`src/rtl/pipelined_adder.sv`:
```
// Pipelined add/subtract unit. The carry chain is cut into STAGES equal slices,
// and each slice is registered behind a single global valid/ready stall.
module pipelined_adder #(
  parameter int WIDTH  = 32,
  parameter int STAGES = 4
) (
  input  logic             clk,
  input  logic             rst,
  input  logic             in_valid,
  output logic             in_ready,
  input  logic [WIDTH-1:0] a,
  input  logic [WIDTH-1:0] b,
  input  logic             cin,
  input  logic             sub,
  output logic             out_valid,
  input  logic             out_ready,
  output logic [WIDTH-1:0] sum,
  output logic             cout,
  output logic             ovf
);

  localparam int WS = WIDTH / STAGES;

  logic                          advance;
  logic [STAGES-1:0][WIDTH-1:0]  a_r, b_r, s_r;
  logic [STAGES-1:0][WIDTH-1:0]  a_nxt, b_nxt, s_nxt;
  logic [STAGES-1:0]             c_r, v_r, c_nxt, v_nxt;
  logic                          ovf_r, ovf_nxt;
  logic                          unused_bits;

  assign advance  = out_ready || !out_valid;
  assign in_ready = advance;

  for (genvar k = 0; k < STAGES; k++) begin : g_stage
    logic [WIDTH-1:0] pa, pb, ps, s_loc;
    logic             pc, pv;
    logic [WS:0]      part;

    if (k == 0) begin : g_first
      // b is inverted once on entry; the +1 of subtract rides in as carry-in.
      assign pa = a;
      assign pb = sub ? ~b : b;
      assign ps = '0;
      assign pc = sub | cin;
      assign pv = in_valid;
    end else begin : g_next
      assign pa = a_r[k-1];
      assign pb = b_r[k-1];
      assign ps = s_r[k-1];
      assign pc = c_r[k-1];
      assign pv = v_r[k-1];
    end

    assign part = {1'b0, pa[k*WS +: WS]} + {1'b0, pb[k*WS +: WS]} + {{WS{1'b0}}, pc};

    always_comb begin
      s_loc = ps;
      s_loc[k*WS +: WS] = part[WS-1:0];
    end

    assign a_nxt[k] = pa;
    assign b_nxt[k] = pb;
    assign s_nxt[k] = s_loc;
    assign c_nxt[k] = part[WS];
    assign v_nxt[k] = pv;
  end

  assign ovf_nxt = (a_nxt[STAGES-1][WIDTH-1] == b_nxt[STAGES-1][WIDTH-1]) &&
                   (s_nxt[STAGES-1][WIDTH-1] != a_nxt[STAGES-1][WIDTH-1]);

  always_ff @(posedge clk or posedge rst) begin
    if (rst) begin
      a_r   <= '0;
      b_r   <= '0;
      s_r   <= '0;
      c_r   <= '0;
      v_r   <= '0;
      ovf_r <= 1'b0;
    end else if (advance) begin
      a_r   <= a_nxt;
      b_r   <= b_nxt;
      s_r   <= s_nxt;
      c_r   <= c_nxt;
      v_r   <= v_nxt;
      ovf_r <= ovf_nxt;
    end
  end

  assign out_valid = v_r[STAGES-1];
  assign sum       = s_r[STAGES-1];
  assign cout      = c_r[STAGES-1];
  assign ovf       = ovf_r;

  // Operand slices already consumed are dead; synthesis trims them.
  assign unused_bits = ^{a_r, b_r};

endmodule

```
`config.mk`:
```
export PLATFORM = sky130hd
export DESIGN_NAME = pipelined_adder
export DESIGN_NICKNAME = d
export VERILOG_FILES = /design/src/rtl/pipelined_adder.sv
export SDC_FILE = /design/constraint.sdc
export NUM_CORES = 1
export LEC_CHECK = 0
export BUFFER_PORTS_ARGS = -buffer_cell sky130_fd_sc_hd__buf_4
export CORE_MARGIN = 2
export CORE_UTILIZATION = 35
export DETAILED_ROUTE_END_ITERATION = 6
export PLACE_DENSITY = 0.58
export SETUP_SLACK_MARGIN = 0.3
export SLEW_MARGIN = 5
export SYNTH_ARGS = -nofsm -noshare
export SYNTH_HDL_FRONTEND = slang
export SYNTH_SLANG_ARGS = --single-unit
```
`constraint.sdc`:
```
create_clock -name clk -period 10.2 [get_ports clk]
set_clock_uncertainty 0.1 [all_clocks]
set_input_delay 1.53 -clock clk [delete_from_list [all_inputs] [get_ports clk]]
set_output_delay 1.53 -clock clk [all_outputs]
set_load 0.05 [all_outputs]
```
==> impl_metrics.toml <==
[route]
totalWireLength_um = 16460
vias_per_cell = 4.429
wl_per_cell_um = 12.43
drt_iter0_drc = 351
first_pass_iters = 4
drc_errors = 0
ant_nets = 0
vias = 5868

[clocking]
clockBufferDepth = 2
cts.htree.levels = 4
cts.sinks = 185
root_buffer = "clkbuf_16"
cts_resized = 0
clk_pin_slew_ns = 0.07
cts_buffers = 17
postCtsHoldBufs = 0
cts_tree = "built"
insertion_delay_ns = 0.42
cts_post_setup_buffers_inserted = 0

[global_route]
grt-ovfl-total = 0
grt_pass1_vias = 5708
antenna_found_initial = 0
grt_start_max_net_pins = 217
grt_pass1_wl_um = 27710
globalRouteTotalUtil_pct = 13.96

[finish]
finalNetCount = 1099
antenna_cells = 0
areaGrowthSynthToFinish_pct = 19.55
layoutNonFillerInstCount = 1325
drive_above_1_share_pct = 14.71
finish.utilization_pct = 42.43

[placement]
gp_congestion = 0.7766
io_buffers = 105
dp_hpwl_um = 10520
place_inst = 1293

[critical_path]
crit_path_end_kind = "primary output"
crit_path_frequent_cell = "buf_4"
cp_cell_sequence = "buf_4 > nor2b_4 > buf_12 > inv_4 > buf_4"
worstSetupPathType = "in2out"
cp-start-kind = "input port"
cp_num_buf_inv = 4
slowest_delay_ns = 0.57
arrival_ns = 3.36
crit_fanout = 216
cp_top_family = "buffers and inverters"
critPathRequiredTime_ns = 8.57
cp_slowest_cell = "buf_12"

[sta]
drv_slew = 0
period_minus_slack_ns = 4.990
fin_setup_tns_ns = 0
rsz0062_at_grt = "no"
max_slew.worst_pin.slew_ns = 0.9269
hold_violations = 0
finalCritPeriodShare_pct = 48.92
clock.fmax_mhz = 200.4
setup_viol_count_final = 0
relSlewSlack_pct = 38.21

[yosys]
yosysSeqAreaShare_pct = 55.74
synth_edf_count = 0
async_flop_share_pct = 100.0
synth.ff_latch_count = 185
synth_ff_type = "dfrtp_1"
yosysMostFrequentCell = "nand2_1"
synthTopCellsByArea = "dfrtp_1 56%, nand2_1 19%, ha_1 4.2%"
syn-num-nets = 1017
synth_top_area_share_pct = 55.74
synth_cells = 911
yosysTopAreaCell = "dfrtp_1"
yosys_warnings = 0
ys_types = 33
synthTopCellsByCount = "426 x nand2_1, 185 x dfrtp_1, 50 x o21ai_0, 28 x ha_1, 28 x xnor2_1"
avgSynthCellArea_um2 = 9.117
synth.cell_area_um2 = 8305

[floorplan]
io_pins = 106
rows = 56
die_w_um = 158.0
core_um2 = 23400
die_y_um = 158.0
fp.dieArea_um2 = 24980
start_util_pct = 35.49

[hold_path]
hold_path_class = "reg2reg"

[status]
outcome = "finished, final reports clean"

[run]
maxCapViolCount = 0

[power]
p_leak_uw = 0.004965
irDropWorstVdd_mv = 0.2210
power_density_nw_per_um2 = 322.9
-- where the power goes --
group          internal, uW  total (uW)  switching (uW)
clock                   348         652             304
sequential             1060        1240             179
combinational           484        1310             831
-- final cells by class --
cell class	count	area, um^2
Fill cell	2435	13470
Multi-Input combinational cell	669	3441
Tap cell	319	399.1
Sequential cell	185	4629
Clock buffer	18	429.2
Clock inverter	14	152.6
Inverter	12	55.05
Timing Repair Buffer	108	823.3
-- logic make-up after synthesis --
| family | after synthesis | synth area share (%) |
|---|---|---|
| compound gates | 115 | 8.466 |
| fa+ha+maj | 36 | 6.146 |
| xor+xnor | 45 | 4.745 |
| flops | 185 | 55.74 |
| buf+inv | 57 | 2.923 |
| simple gates | 473 | 21.98 |
-- metrics by stage --
step	area (um^2)	hold WS [ns]	power, uW	setup WS, ns
after floorplan	8305	0.3300	2231	3.541
after global placement	9348	0.3406	2555	5.190
after detailed placement	9348	0.3460	2588	5.184
after CTS	9930	0.3618	3255	5.182
after global routing	9930	0.3741	3478	5.023
final	9930	0.3583	3206	5.210
-- path summary, 6_finish.rpt --
| check | from | to | slack, ns | cells past startpoint |
|---|---|---|---|---|
| worst min-delay path | v_r[2] | v_r[2] | 0.36 | 2 |
| worst min register to register | v_r[2] | v_r[2] | 0.36 | 2 |
| min in group asynchronous | rst | sum[3] | 1.18 | 2 |
| max in group asynchronous | rst | g_stage[2].pb[24] | 7.45 | 3 |
| worst max-delay path | out_ready | in_ready | 5.21 | 5 |
| worst max register to register | v_r[3] | c_r[3] | 7.18 | 7 |
-- registers in the layout (all words and copies together), names as in the netlist --
register and cells:
v_r 4, c_r 4, g_stage.ps 48, sum 32, g_stage.pa 48, g_stage.pb 48
ovf 1
-- worst min-delay path, delay by kind of cell (launching register included) --
family           cells  cell delay, ns
flip-flops           1            0.33
AND/OR/NAND/NOR      2            0.10
-- metal layers --
metal / routed length [um] / vias up / GRT usage [%]
met4: 162 / 0 / 4.118
met2: 7601 / 69 / 22.17
li1: - / 3080 / -
met5: 0 / - / 0
met1: 8239 / 2710 / 19.24
met3: 460 / 9 / 2.984
-- placed cells by master (no fill, tap or decap), types with 7 or more instances in the layout --
cell,instances
nor3_1,10
inv_1,10
fa_1,8
o21ai_0,50
a211oi_1,7
nand2_1,426
o31ai_1,7
nor2_1,22
buf_4,107
a21oi_1,18
clkbuf_16,17
xor2_1,17
dfrtp_1,185
xnor2_1,28
ha_1,28
Power figures use the tool's default switching activity.
